### config.mk
export PLATFORM = sky130hd
export DESIGN_NAME = wb_interconnect_nslave
export DESIGN_NICKNAME = d
export VERILOG_FILES = /design/src/rtl/wb_interconnect_nslave_pkg.sv /design/src/rtl/wb_interconnect_nslave_addr_decode.sv /design/src/rtl/wb_interconnect_nslave.sv
export SDC_FILE = /design/constraint.sdc
export NUM_CORES = 1
export LEC_CHECK = 0
export ABC_AREA = 1
export ABC_CLOCK_PERIOD_IN_PS = 3240
export BUFFER_PORTS_ARGS = -buffer_cell sky130_fd_sc_hd__buf_2
export CORE_UTILIZATION = 50
export DETAILED_ROUTE_END_ITERATION = 12
export GPL_TIMING_DRIVEN = 0
export PLACE_DENSITY = 0.92
export SLEW_MARGIN = 0
export SYNTH_ARGS = -nofsm -noshare
export SYNTH_HDL_FRONTEND = slang
export SYNTH_SLANG_ARGS = --single-unit
### constraint.sdc
create_clock -name CLK_i -period 3.24 [get_ports CLK_i]
set_input_delay 0.324 -clock CLK_i [delete_from_list [all_inputs] [get_ports CLK_i]]
set_output_delay 0.324 -clock CLK_i [all_outputs]
set_load 0.05 [all_outputs]
### src/rtl/wb_interconnect_nslave_pkg.sv
// Shared types and helpers for the single-master, N-slave Wishbone interconnect.
package wb_pkg;

  typedef enum logic [1:0] {
    ST_IDLE = 2'd0,
    ST_BUSY = 2'd1,
    ST_RESP = 2'd2
  } wb_state_e;

  localparam logic [1:0] RESP_NONE = 2'd0;
  localparam logic [1:0] RESP_ACK  = 2'd1;
  localparam logic [1:0] RESP_ERR  = 2'd2;

  // Index field width; a single-slave build still keeps a 1-bit field so the
  // decoder can flag any set bit above the slave region as unmapped.
  function automatic int unsigned idx_w(input int unsigned n);
    return (n < 2) ? 1 : $clog2(n);
  endfunction

endpackage

### src/rtl/wb_interconnect_nslave_addr_decode.sv
// Combinational address decode: master address -> slave index and mapped flag.
module wb_addr_decode
  import wb_pkg::*;
#(
  parameter int unsigned WB_WIDTH      = 16,
  parameter int unsigned N_SLAVES      = 4,
  parameter int unsigned SLV_ADDR_BITS = 12
) (
  input  logic [WB_WIDTH-1:0]           adr_i,
  output logic [idx_w(N_SLAVES)-1:0]    idx_o,
  output logic                          mapped_o
);

  localparam int unsigned IDX_W = idx_w(N_SLAVES);

  logic [WB_WIDTH-1:0] field;
  logic [WB_WIDTH-1:0] upper;

  always_comb begin
    field    = adr_i >> SLV_ADDR_BITS;
    upper    = field >> IDX_W;
    idx_o    = field[IDX_W-1:0];
    mapped_o = (upper == '0) && (32'(idx_o) < N_SLAVES);
  end

endmodule

### src/rtl/wb_interconnect_nslave.sv
// Single-master, N-slave Wishbone classic interconnect with registered request,
// registered ACK/ERR response, per-transfer timeout and saturating error counter.
module wb_interconnect_nslave
  import wb_pkg::*;
#(
  parameter int unsigned WB_WIDTH      = 16,
  parameter int unsigned WB_W_DATA     = 8,
  parameter int unsigned N_SLAVES      = 4,
  parameter int unsigned SLV_ADDR_BITS = 12,
  parameter int unsigned TIMEOUT       = 16
) (
  input  logic                          CLK_i,
  input  logic                          RST_i,
  input  logic [WB_WIDTH-1:0]           M_ADR_i,
  input  logic [WB_W_DATA-1:0]          M_DAT_i,
  input  logic                          M_WE_i,
  input  logic                          M_STB_i,
  input  logic                          M_CYC_i,
  output logic [WB_W_DATA-1:0]          M_DAT_o,
  output logic                          M_ACK_o,
  output logic                          M_ERR_o,
  output logic [WB_WIDTH-1:0]           S_ADR_o,
  output logic [WB_W_DATA-1:0]          S_DAT_o,
  output logic                          S_WE_o,
  output logic [N_SLAVES-1:0]           S_CYC_o,
  output logic [N_SLAVES-1:0]           S_STB_o,
  input  logic [N_SLAVES*WB_W_DATA-1:0] S_DAT_i,
  input  logic [N_SLAVES-1:0]           S_ACK_i,
  input  logic [N_SLAVES-1:0]           S_ERR_i,
  output logic [7:0]                    ERR_CNT_o
);

  localparam int unsigned IDX_W = idx_w(N_SLAVES);
  localparam int unsigned CNT_W = $clog2(TIMEOUT);
  localparam logic [CNT_W-1:0]    CNT_LAST   = CNT_W'(TIMEOUT - 1);
  localparam logic [WB_WIDTH-1:0] ADR_ONES   = '1;
  localparam logic [WB_WIDTH-1:0] LOCAL_MASK = ADR_ONES >> (WB_WIDTH - SLV_ADDR_BITS);

  wb_state_e             state_q, state_d;
  logic [WB_WIDTH-1:0]   adr_q, adr_d;
  logic [WB_W_DATA-1:0]  wdat_q, wdat_d;
  logic                  we_q, we_d;
  logic [N_SLAVES-1:0]   sel_q, sel_d;
  logic [CNT_W-1:0]      cnt_q, cnt_d;
  logic [1:0]            resp_q, resp_d;
  logic [WB_W_DATA-1:0]  rdat_q, rdat_d;
  logic [7:0]            errcnt_q, errcnt_d;

  logic [IDX_W-1:0]      dec_idx;
  logic                  dec_mapped;
  logic [N_SLAVES-1:0]   req_sel;
  logic [WB_W_DATA-1:0]  sel_rdat;
  logic                  sel_ack;
  logic                  sel_err;

  wb_addr_decode #(
    .WB_WIDTH      (WB_WIDTH),
    .N_SLAVES      (N_SLAVES),
    .SLV_ADDR_BITS (SLV_ADDR_BITS)
  ) u_decode (
    .adr_i    (M_ADR_i),
    .idx_o    (dec_idx),
    .mapped_o (dec_mapped)
  );

  always_comb begin
    req_sel = '0;
    for (int unsigned k = 0; k < N_SLAVES; k++) begin
      if (dec_idx == IDX_W'(k)) req_sel[k] = 1'b1;
    end
  end

  // The latched select is one-hot, so OR-ing the masked slices picks the owner.
  always_comb begin
    sel_rdat = '0;
    for (int unsigned k = 0; k < N_SLAVES; k++) begin
      if (sel_q[k]) sel_rdat |= S_DAT_i[k*WB_W_DATA +: WB_W_DATA];
    end
  end

  assign sel_ack = |(S_ACK_i & sel_q);
  assign sel_err = |(S_ERR_i & sel_q);

  always_comb begin
    state_d = state_q;
    adr_d   = adr_q;
    wdat_d  = wdat_q;
    we_d    = we_q;
    sel_d   = sel_q;
    cnt_d   = cnt_q;
    resp_d  = RESP_NONE;
    rdat_d  = rdat_q;
    case (state_q)
      ST_IDLE: begin
        if (M_CYC_i && M_STB_i) begin
          adr_d  = M_ADR_i & LOCAL_MASK;
          wdat_d = M_DAT_i;
          we_d   = M_WE_i;
          if (dec_mapped) begin
            sel_d   = req_sel;
            cnt_d   = '0;
            state_d = ST_BUSY;
          end else begin
            resp_d  = RESP_ERR;
            state_d = ST_RESP;
          end
        end
      end
      ST_BUSY: begin
        // Abort wins over any response; ERR wins over ACK; ACK over timeout.
        if (!M_CYC_i) begin
          sel_d   = '0;
          state_d = ST_IDLE;
        end else if (sel_err) begin
          sel_d   = '0;
          resp_d  = RESP_ERR;
          state_d = ST_RESP;
        end else if (sel_ack) begin
          sel_d   = '0;
          rdat_d  = sel_rdat;
          resp_d  = RESP_ACK;
          state_d = ST_RESP;
        end else if (cnt_q == CNT_LAST) begin
          sel_d   = '0;
          resp_d  = RESP_ERR;
          state_d = ST_RESP;
        end else begin
          cnt_d = cnt_q + CNT_W'(1);
        end
      end
      ST_RESP: state_d = ST_IDLE;
      default: begin
        sel_d   = '0;
        state_d = ST_IDLE;
      end
    endcase
  end

  always_comb begin
    errcnt_d = errcnt_q;
    if (resp_d == RESP_ERR && errcnt_q != 8'hFF) errcnt_d = errcnt_q + 8'd1;
  end

  always_ff @(posedge CLK_i or posedge RST_i) begin
    if (RST_i) begin
      state_q  <= ST_IDLE;
      adr_q    <= '0;
      wdat_q   <= '0;
      we_q     <= 1'b0;
      sel_q    <= '0;
      cnt_q    <= '0;
      resp_q   <= RESP_NONE;
      rdat_q   <= '0;
      errcnt_q <= '0;
    end else begin
      state_q  <= state_d;
      adr_q    <= adr_d;
      wdat_q   <= wdat_d;
      we_q     <= we_d;
      sel_q    <= sel_d;
      cnt_q    <= cnt_d;
      resp_q   <= resp_d;
      rdat_q   <= rdat_d;
      errcnt_q <= errcnt_d;
    end
  end

  assign S_ADR_o   = adr_q;
  assign S_DAT_o   = wdat_q;
  assign S_WE_o    = we_q;
  assign S_CYC_o   = sel_q;
  assign S_STB_o   = sel_q;
  assign M_DAT_o   = rdat_q;
  assign M_ACK_o   = (resp_q == RESP_ACK);
  assign M_ERR_o   = (resp_q == RESP_ERR);
  assign ERR_CNT_o = errcnt_q;

endmodule

======== Word level (Yosys, flattened, before mapping) ========
Cells that the tools add are included.
storage, ports and cells
  register bits after elaboration ......... 49
  input bits .............................. 69
  logic and storage cells ................. 84
operators by class
  add/sub/neg operators ................... 2
  equal/unequal tests ..................... 17
  mux-type cells .......................... 36
  bitwise logic cells ..................... 7
  reduce and logical (&&, ||, !) cells .... 13
operator list
  kind                   number
  $mux W4                12
  $mux W8                4
  $mux W2                12
  $or A8 B8 Y8           3
  $logic_not A16 Y1      1
  $ne A2 B2 Y1 const B   6
  $pmux W4 S3            1
  $eq A2 B2 Y1 const B   5
  $add A8 B1 Y8 const B  1
  $and A4 B4 Y4          2
  $ne A8 B8 Y1 const B   1
  $pmux W2 S2            2
  $pmux W4 S2            1
  $reduce_and A4 Y1      2
  $reduce_or A4 Y1       2
  $reduce_and A7 Y1      1
  $eq A2 B1 Y1 const B   3
  $ne A5 B5 Y1 const B   1
  $add A4 B1 Y4 const B  1
  $eq A4 B4 Y1 const B   1
  $logic_not A2 Y1       2
  $mux W1                4
  $reduce_and A2 Y1      2
  $logic_and A1 B1 Y1    2
  other kinds (2)        3

======== Depth between registers and ports, before layout ========
Gate-level depths: netlist (run 1).
  depth after elaboration ................. 8
  mapped depth ............................ 11
  depth with buffers taken out ............ 10

======== By module ========
A second synthesis (run 1) with hierarchy kept.
second synthesis, totals
  cells, all modules ...................... 320
  area total of the unflattened synthesis .. 2622.5 µm²
modules (own cells, without submodules)
  module                  instances  cells each  area an instance (µm²)
  wb_interconnect_nslave  1          317         2603.7
  wb_addr_decode          1          3           18.8

======== Worst setup path after synthesis (run 1) ========
No wires, ideal clock.
  path kind ............................... register -> register
  start ................................... register errcnt_q[0], in the netlist ERR_CNT_o[0]
  end ..................................... register errcnt_q[6], in the netlist ERR_CNT_o[6]
  setup time .............................. 0.066 ns
  data arrival time ....................... 1.675 ns
  data required time ...................... 3.174 ns
  setup slack ............................. 1.499 ns
  cell stages (with the launch flop) ...... 8
  period minus slack after synthesis ...... 1.741 ns
  cells stage by stage .................... dfrtp_1 ha_1 nand3_1 nor2_1 nand3_2 nand2_4 nand2_1 nand2_1
between the ends
  word-level cells in the longest chain between the ends .. 2
  elaborated cells between the ends (all ways) .. 3
  classes of those cells .................. add/sub (1); eq/ne (1); reduce/logical (1)
ends and longest elaborated chain
  item                                                   RTL line                       RTL
  from (decl)                                            wb_interconnect_nslave.sv:47   logic [7:0] errcnt_q, errcnt_d;
  from (signal assigned)                                 wb_interconnect_nslave.sv:164  errcnt_q <= errcnt_d;
  branches (longest 2 deep; another with $add A8 B1 Y8)  -
Several ways; the timed one is not identified.
A chain may end at the register's enable or synchronous reset.

======== Worst setup path after layout (run 1) ========
  start ................................... register errcnt_q[0], in the netlist ERR_CNT_o[0]
  end ..................................... register errcnt_q[2], in the netlist ERR_CNT_o[2]
Same word-level chain as after synthesis.

==> results of run 1 <==
-- repair_timing --
| action | 4_1_cts | 5_1_grt |
|---|---|---|
| endpoints found under the setup margin | 0 | 0 |
| hold buffers | 1 | 0 |
| gates resized for setup | 0 | 0 |
| hold endpoints to repair | 4 | 0 |
| setup buffers | 0 | 0 |
-- final timing paths --
| kind | slack, ns | cells after the start | startpoint | end |
|---|---|---|---|---|
| max in group asynchronous | 2.34 | 4 | RST_i | M_DAT_o[3] |
| min reg2reg | 0.48 | 2 | S_DAT_o[0] | S_DAT_o[0] |
| min | 0.21 | 3 | M_DAT_i[2] | S_DAT_o[2] |
| min in group asynchronous | 0.45 | 3 | RST_i | ERR_CNT_o[3] |
| max reg2reg | 1.73 | 7 | ERR_CNT_o[0] | ERR_CNT_o[2] |
| max | 1.73 | 7 | ERR_CNT_o[0] | ERR_CNT_o[2] |
-- flip-flops by register name, summed over array words and instances, names as in the netlist --
name,flops
state_q,2
ERR_CNT_o,8
S_ADR_o,12
cnt_q,4
resp_q,2
M_DAT_o,8
S_DAT_o,8
S_CYC_o,4
S_WE_o,1
-- power by group through the flow --
stage	Combinational, W	Sequential [W]	Clock (W)
2_1_floorplan	0.000762	0.00167	0
3_3_place_gp	0.00183	0.000972	0
3_5_place_dp	0.00188	0.000976	0
4_1_cts	0.00188	0.000968	0.000398
5_1_grt	0.00200	0.000995	0.000422
6_report	0.00187	0.000970	0.000388
-- kinds of logic after synthesis --
logic type	after synthesis	share of synthesized area
buffers and inverters	36	0.0800
AO/OA/AOI/OAI	19	0.0514
XOR/XNOR	6	0.0204
AND/OR/NAND/NOR	202	0.362
adder cells (fa/ha/maj)	2	0.00970
flip-flops	49	0.475
other	1	0.00145
-- cell type report --
class | count | area [um2] | share of cell area
Sequential cell | 49 | 1230 | 0.363
Multi-Input combinational cell | 233 | 1160 | 0.343
Timing Repair Buffer | 117 | 606 | 0.179
Buffer | 17 | 135 | 0.0400
Tap cell | 67 | 83.8 | 0.0248
Inverter | 19 | 71.3 | 0.0211
Clock buffer | 5 | 68.8 | 0.0204
Clock inverter | 3 | 28.8 | 0.00852
-- synth_stat cells (all sizes together) --
library cell,number
buf,16
a221oi,8
or2,1
ha,2
a21oi,2
xnor2,2
xor2,4
clkbuf,1
nand3,23
nand2,155
nand4,6
dfrtp,49
o21ai,9
nor2,13
nor3,4
conb,1
inv,19
-- layer usage --
metal,track usage,up-vias
met2,0.421,83
met4,0.0620,0
met5,0,-
met1,0.276,1127
met3,0.0453,11
li1,-,1244
-- metrics by stage --
| stage | instance area [um2] | setup slack, ns |
|---|---|---|
| after floorplan | 2590 | 1.50 |
| after global placement | 3250 | 1.20 |
| after detailed placement | 3270 | 1.73 |
| after CTS | 3380 | 1.71 |
| after global routing | 3380 | 1.53 |
| final | 3380 | 1.73 |
-- worst max-delay path, delay by kind of cell, from the launching register on --
family / cells / cell delay (ns)
simple gates: 6 / 0.81
fa+ha+maj: 1 / 0.22
flops: 1 / 0.43
==> flow_summary.ini, run 1 <==
[power_and_ir_drop]
peakVddDrop_v = 0.000597
p_int_w = 0.00148
swShare = 0.543
power_density_nw_per_um2 = 956
p_total_w = 0.00323
combPwrFrac = 0.580
power.leakage_nw = 1.98
p_clk_frac = 0.120
p_switching_w = 0.00175
p_seq_frac = 0.300

[worst_setup_path]
slowest_stage = dfrtp_1
path_common_cell = nand2_1
critPathMaxStageDelay_ns = 0.43
path_class = reg2reg
cp_data_arrival_time_ns = 1.76
end_kind = register
crit_required_ns = 3.48
critPathMaxFanout = 9
start_kind = register
crit_chain = ha_1, nand3_1, nor2_1, nand3_2, nand2_4, nand2_1, nand2_1

[clock_tree]
clk_latency_ns = 0.31
h-tree-depth = 2
cts.sinks = 49
cts_buffer_depth = 2
path_clk_slew_ns = 0.11
cts_tree = yes
cts_root_buf = clkbuf_8
cts_buffers = 5

[detailed_routing]
top_layer = met4
wl_met3_um = 278
vias = 2465
met2WireLength_mm = 3.15
wl_met1_mm = 2.43
wirelength_mm = 5.95
drt-initial-drc-count = 113
wire_per_inst_um = 11.7
drc = 0
ant_nets = 0
viasPerCell = 4.83
firstDrtPassIters = 4

[global_routing]
antenna_found_initial = 0
grt_pass1_wl_mm = 9.81
grt_pass1_vias = 2361
grt_max_degree = 46
grt_usage = 0.231
overflow = 0

[job]
drv_cap = 0

[yosys]
yosys_warnings = 0
ys_seq_elements = 49
syn_area_um2 = 2580
synth_top_area_cell = dfrtp_1
synth_area_leaders = dfrtp_1 48%, nand2_1 21%, nand3_1 4.1%, nand2_4 3.5%, a221oi_1 2.7%
ys_seq_area_frac = 0.475
synth_top_area_frac = 0.475
synth.avg_cell_area_um2 = 8.19
synthDistinctLibCells = 28
syn_inst = 315

[finish]
area_delta_synth_final_pct = 30.9
layout-drive-gt1-share = 0.372
utilization = 0.697
antenna_cells = 0
nFillCells = 397
final_common_cell = nand2_1
layout_common_cells = 142 x nand2_1, 118 x buf_2, 49 x dfrtp_1, 21 x nand3_1, 16 x inv_1
layout.nets = 513
fin_cells = 510

[timing]
fin_setup_tns_ns = 0
drv_slew = 0
fin_crit_sh = 0.467
final.min_clock_period_ns = 1.51
whs_ns = 0.206
hold_viol_final = 0
setup_viol = 0
max_freq_mhz = 661
finClkSkew_ns = 0.0133
rsz0062_at_grt = no

[die]
die_area_um2 = 5450
placementRows = 25
fp.dieH_um = 73.8
die_x_um = 73.8
coreArea_um2 = 4850
start_util = 0.532
io_pins = 120

[place]
portBuffers = 115
gp_congestion = 0.785
dp.final_hpwl_mm = 4.66
dp.cells = 501

[run_status]
outcome = finished clean

[worst_hold_path]
min_path_type = in2reg
(Power assumes the default switching activity.)
==> inputs of run 2 (changes only) <==
--- a/config.mk
+++ b/config.mk
@@ -6,12 +6,12 @@
 export NUM_CORES = 1
 export LEC_CHECK = 0
 export ABC_AREA = 1
-export ABC_CLOCK_PERIOD_IN_PS = 3240
+export ABC_CLOCK_PERIOD_IN_PS = 1500
 export BUFFER_PORTS_ARGS = -buffer_cell sky130_fd_sc_hd__buf_2
-export CORE_UTILIZATION = 50
+export CORE_UTILIZATION = 47
 export DETAILED_ROUTE_END_ITERATION = 12
 export GPL_TIMING_DRIVEN = 0
-export PLACE_DENSITY = 0.92
+export PLACE_DENSITY = 0.88
 export SLEW_MARGIN = 0
 export SYNTH_ARGS = -nofsm -noshare
 export SYNTH_HDL_FRONTEND = slang
==> constraint.sdc (replaced) <==
create_clock -name CLK_i -period 1.5 [get_ports CLK_i]
set_input_delay 0.15 -clock CLK_i [delete_from_list [all_inputs] [get_ports CLK_i]]
set_output_delay 0.15 -clock CLK_i [all_outputs]
set_load 0.05 [all_outputs]
==> run 2 against run 1 <==
Cell count increased by 3.7%; non-clock buffer count is 16 higher; global-route usage shrank 1.5 points; power is 130% higher.
==> flow_summary.ini, run 2 (same netlist as run 1, synthesis figures left out) <==
[global_routing]
grt_max_degree = 38
antenna_found_initial = 0
grt_pass1_vias = 2287
overflow = 0
grt_pass1_wl_mm = 10.1
grt_usage = 0.216

[worst_setup_path]
r2r_setup_slack_ns = 0.03
ff2ff_path_depth = 10
r2r_start = S_CYC_o[1]
critPathMaxFanout = 6
crit_required_ns = 1.69
r2r_end = M_DAT_o[5]
cp_data_arrival_time_ns = 1.66
end_kind = register
critPathLaunch = S_CYC_o[1]
path_class = reg2reg
start_kind = register

[die]
placementRows = 26
io_pins = 120
die_x_um = 76.1
start_util = 0.496
fp.dieH_um = 76.1
die_area_um2 = 5790
coreArea_um2 = 5200

[worst_hold_path]
min_path_type = in2reg
hold_path_depth = 3
hold_path_end = S_ADR_o[9]
worst_hold_startpoint = M_ADR_i[9]

[timing]
setup_viol = 0
finClkSkew_ns = 0.00255
rsz0062_at_grt = yes
hold_viol_final = 0
drv_slew = 0
fin_crit_sh = 0.980
fin_setup_tns_ns = 0
final.min_clock_period_ns = 1.47
max_freq_mhz = 680

[detailed_routing]
top_layer = met4
met2WireLength_mm = 3.30
firstDrtPassIters = 4
wl_met1_mm = 2.71
drc = 0
ant_nets = 0
wirelength_mm = 6.46
vias = 2533
wl_met3_um = 355
drt-initial-drc-count = 75
viasPerCell = 4.79
wire_per_inst_um = 12.2

[finish]
layout_common_cells = 130 x nand2_1, 118 x buf_2, 41 x dfrtp_1, 22 x buf_4, 20 x nand3_1
nFillCells = 425
layout.nets = 529
area_delta_synth_final_pct = 41.8
final_common_cell = nand2_1
largest_reg_flops = 12
antenna_cells = 0
layout-drive-gt1-share = 0.455

[place]
dp.final_hpwl_mm = 4.65
portBuffers = 115
gp_congestion = 0.789

[job]
drv_cap = 0

[clock_tree]
cts_tree = yes
cts_buffers = 5
cts.sinks = 49
h-tree-depth = 2
path_clk_slew_ns = 0.09
cts_buffer_depth = 2
clk_latency_ns = 0.30
cts_root_buf = clkbuf_8

[power_and_ir_drop]
peakVddDrop_v = 0.00140
power_density_nw_per_um2 = 2040
power.leakage_nw = 2.08
p_total_w = 0.00745

[run_status]
outcome = finished clean
run 2: where the power goes:
group / internal [W] / switching [W] / leakage, nW / total (W)
clock network: 0.000499 / 0.000439 / 0.0543 / 0.000938
logic: 0.00129 / 0.00308 / 1.40 / 0.00437
registers: 0.00179 / 0.000349 / 0.629 / 0.00214
total: 0.00358 / 0.00387 / 2.08 / 0.00745
run 2: worst max-delay path by stage:
stage,endpoint,slack [ns],cells after the start
finish,M_DAT_o[5],0.03,10
global route,M_DAT_o[3],-0.05,10
CTS,ERR_CNT_o[5],0.02,8
detailed placement,cnt_q[0],-0.003,9
global placement,S_CYC_o[2],-0.57,2
floorplan,M_DAT_o[0],0.002,10
run 2: per-stage QoR:
step / utilization / cells / area (um2) / setup slack (ns) / hold WS [ns]
3_3_place_gp: 0.631 / 503 / 3290 / -0.565 / 0.349
3_5_place_dp: 0.635 / 504 / 3310 / -0.00266 / 0.111
6_report: 0.703 / 529 / 3660 / 0.0299 / 0.0470
4_1_cts: 0.660 / 513 / 3430 / 0.0169 / 0.0369
2_1_floorplan: - / 318 / 2620 / 0.00157 / 0.267
5_1_grt: 0.703 / 529 / 3660 / -0.0509 / 0.0397
run 2: repair_timing:
action,in CTS,in global routing
pin swaps,0,10
endpoints found under the setup margin,1,40
hold endpoints to repair,12,0
hold buffers,1,0
buffers inserted,0,15
gates cloned,0,1
resized for setup,1,29
run 2: layout make-up:
type,count,area [um2],area share
buffer,17,148,0.0404
clock buffer,5,68.8,0.0188
clock inverter,3,46.3,0.0127
inverter,19,73.8,0.0202
multi-input combinational,233,1250,0.342
sequential,49,1240,0.338
tap,70,87.6,0.0239
timing repair buffer,133,747,0.204
run 2: per-layer routing:
metal	vias to the layer above	GRT usage
li1	1279	-
met1	1149	0.261
met2	93	0.380
met3	12	0.0539
met4	0	0.0615
met5	-	0
run 2: critical path: stages (launching register included):
cell and delay (ns):
dfrtp_2 0.44, buf_8 0.13, nand2_4 0.05, nand2_4 0.06, nor2_8 0.14, nand2_4 0.07
nor2_4 0.14, inv_4 0.07, clkbuf_16 0.16, nand2_2 0.04, o21ai_1 0.05
==> inputs of run 3 (changes only) <==
--- a/config.mk
+++ b/config.mk
@@ -8,6 +8,7 @@
 export ABC_AREA = 1
 export ABC_CLOCK_PERIOD_IN_PS = 1500
 export BUFFER_PORTS_ARGS = -buffer_cell sky130_fd_sc_hd__buf_2
+export CORE_MARGIN = 2
 export CORE_UTILIZATION = 47
 export DETAILED_ROUTE_END_ITERATION = 12
 export GPL_TIMING_DRIVEN = 0
==> run 3 against run 2 <==
Hold slack lost 0.0075 ns; register-to-register slack is essentially flat; global-route usage down 0.15 points; critical path type unchanged; largest power group unchanged.
==> flow_summary.ini, run 3 (same netlist as run 1, synthesis figures left out) <==
[worst_setup_path]
critPathMaxFanout = 10
end_kind = register
critPathLaunch = S_CYC_o[0]
path_common_cell = nand2_4
crit_required_ns = 1.68
ff2ff_path_depth = 10
r2r_end = M_DAT_o[7]
path_class = reg2reg
crit_chain = buf_6, nand2_4, nand2_4, nor2_8, nand2_4, nor2_4, inv_4, buf_8, nand2_1, o21ai_1
start_kind = register
r2r_start = S_CYC_o[0]
crit_family = simple AND/OR/NAND/NOR gates
path_buf_inv = 3
r2r_setup_slack_ns = 0.04
cp_data_arrival_time_ns = 1.64
slowest_stage = dfrtp_2
critPathMaxStageDelay_ns = 0.42

[place]
gp_congestion = 0.830
portBuffers = 115
dp.final_hpwl_mm = 4.80

[global_routing]
use_met2 = 0.391
antenna_found_initial = 0
grt_pass1_vias = 2435
gr-usage-met3 = 0.0460
grt_usage = 0.214
grt.busiest_layer = met2
met1_usage = 0.250
overflow = 0
grt_pass1_wl_mm = 10.6
grt_max_degree = 31

[die]
die_x_um = 78.1
start_util = 0.496
fp.dieH_um = 78.1
placementRows = 26
die_area_um2 = 6100
coreArea_um2 = 5200
io_pins = 120

[power_and_ir_drop]
power.leakage_nw = 2.06
power_density_nw_per_um2 = 2060
peakVddDrop_v = 0.00158

[clock_tree]
h-tree-depth = 2
cts_tree = yes
cts_root_buf = clkbuf_8
cts_buffer_depth = 2
path_clk_slew_ns = 0.09
cts_buffers = 5
cts.sinks = 49
clk_latency_ns = 0.30

[detailed_routing]
wire_per_inst_um = 12.2
drt-initial-drc-count = 97
firstDrtPassIters = 4
vias = 2588
viasPerCell = 4.89
wirelength_mm = 6.43
drc = 0
ant_nets = 0

[timing]
rsz0062_at_grt = yes
whs_ns = 0.0395
final.min_clock_period_ns = 1.46
max_freq_mhz = 686
setup_viol = 0
drv_slew = 0
finClkSkew_ns = 0.00762
hold_viol_final = 0
fin_crit_sh = 0.972

[worst_hold_path]
min_path_type = in2reg
hold_path_depth = 3
hold_path_end = S_DAT_o[3]
worst_hold_startpoint = M_DAT_i[3]

[job]
drv_cap = 0

[finish]
ff_latch_area_um2 = 1240
final_common_cell = nand2_1
layout.nets = 529
antenna_cells = 0
area_delta_synth_final_pct = 38.9
multi_input_area_um2 = 1200
layout_common_cells = 138 x nand2_1, 118 x buf_2, 41 x dfrtp_1, 23 x buf_4, 21 x nand3_1
nFillCells = 443
layout-drive-gt1-share = 0.431
largest_reg_flops = 12
utilization = 0.689

[run_status]
outcome = finished clean
run 3: cell types whose count changed in the layout (fill, tap and decap cells not counted), sizes merged:
cell | previous run | this run
clkbuf | 7 | 6
buf | 147 | 148
run 3: worst max-delay path by stage:
stage | cells after the start | end | slack [ns]
finish | 10 | M_DAT_o[7] | 0.04
global route | 11 | ERR_CNT_o[5] | -0.05
CTS | 8 | ERR_CNT_o[2] | 0.0005
floorplan | 10 | M_DAT_o[0] | 0.002
global placement | 2 | ERR_CNT_o[1] | -0.61
detailed placement | 9 | cnt_q[3] | -0.01
run 3: metrics by stage:
| step | power (W) | area (um2) | setup TNS [ns] | worst slack [ns] | std cells |
|---|---|---|---|---|---|
| after global placement | 0.00611 | 3290 | -23.50 | -0.605 | 503 |
| after floorplan | 0.00529 | 2620 | 0 | 0.00157 | 318 |
| after CTS | 0.00718 | 3430 | 0 | 0.000462 | 513 |
| after detailed placement | 0.00621 | 3310 | -0.0208 | -0.0105 | 504 |
| after global routing | 0.00786 | 3580 | -0.567 | -0.0469 | 529 |
| final | 0.00740 | 3580 | 0 | 0.0421 | 529 |
run 3: cell type report:
class | instances | share of cell area
plain buffers | 17 | 0.0401
clock buffers | 5 | 0.0192
clock inverters | 3 | 0.0129
inverters | 19 | 0.0206
multi-input cells | 233 | 0.334
flip-flops and latches | 49 | 0.345
well taps | 70 | 0.0244
repair buffers | 133 | 0.203
run 3: timing repair:
item	4_1_cts	5_1_grt
buffers inserted	0	16
pin swaps	0	6
hold endpoints to repair	19	0
hold buffers	1	0
resized for setup	1	14
endpoints found under the setup margin	4	42
run 3: power breakdown:
part	total (W)	switching, W	internal, W
sequential	0.00213	0.000335	0.00179
clock	0.000942	0.000443	0.000499
combinational	0.00432	0.00306	0.00126
run 3: layer usage:
metal  vias up  routed length, um
met5         -                  0
met4         0                 70
met3         9                413
met2        82               3250
met1      1215               2700
li1       1282                  -
run 3: tightest hold or removal path, delay by kind of cell:
kind	cells	cell delay, ns
simple gates	2	0.09
buf+inv	1	0.07
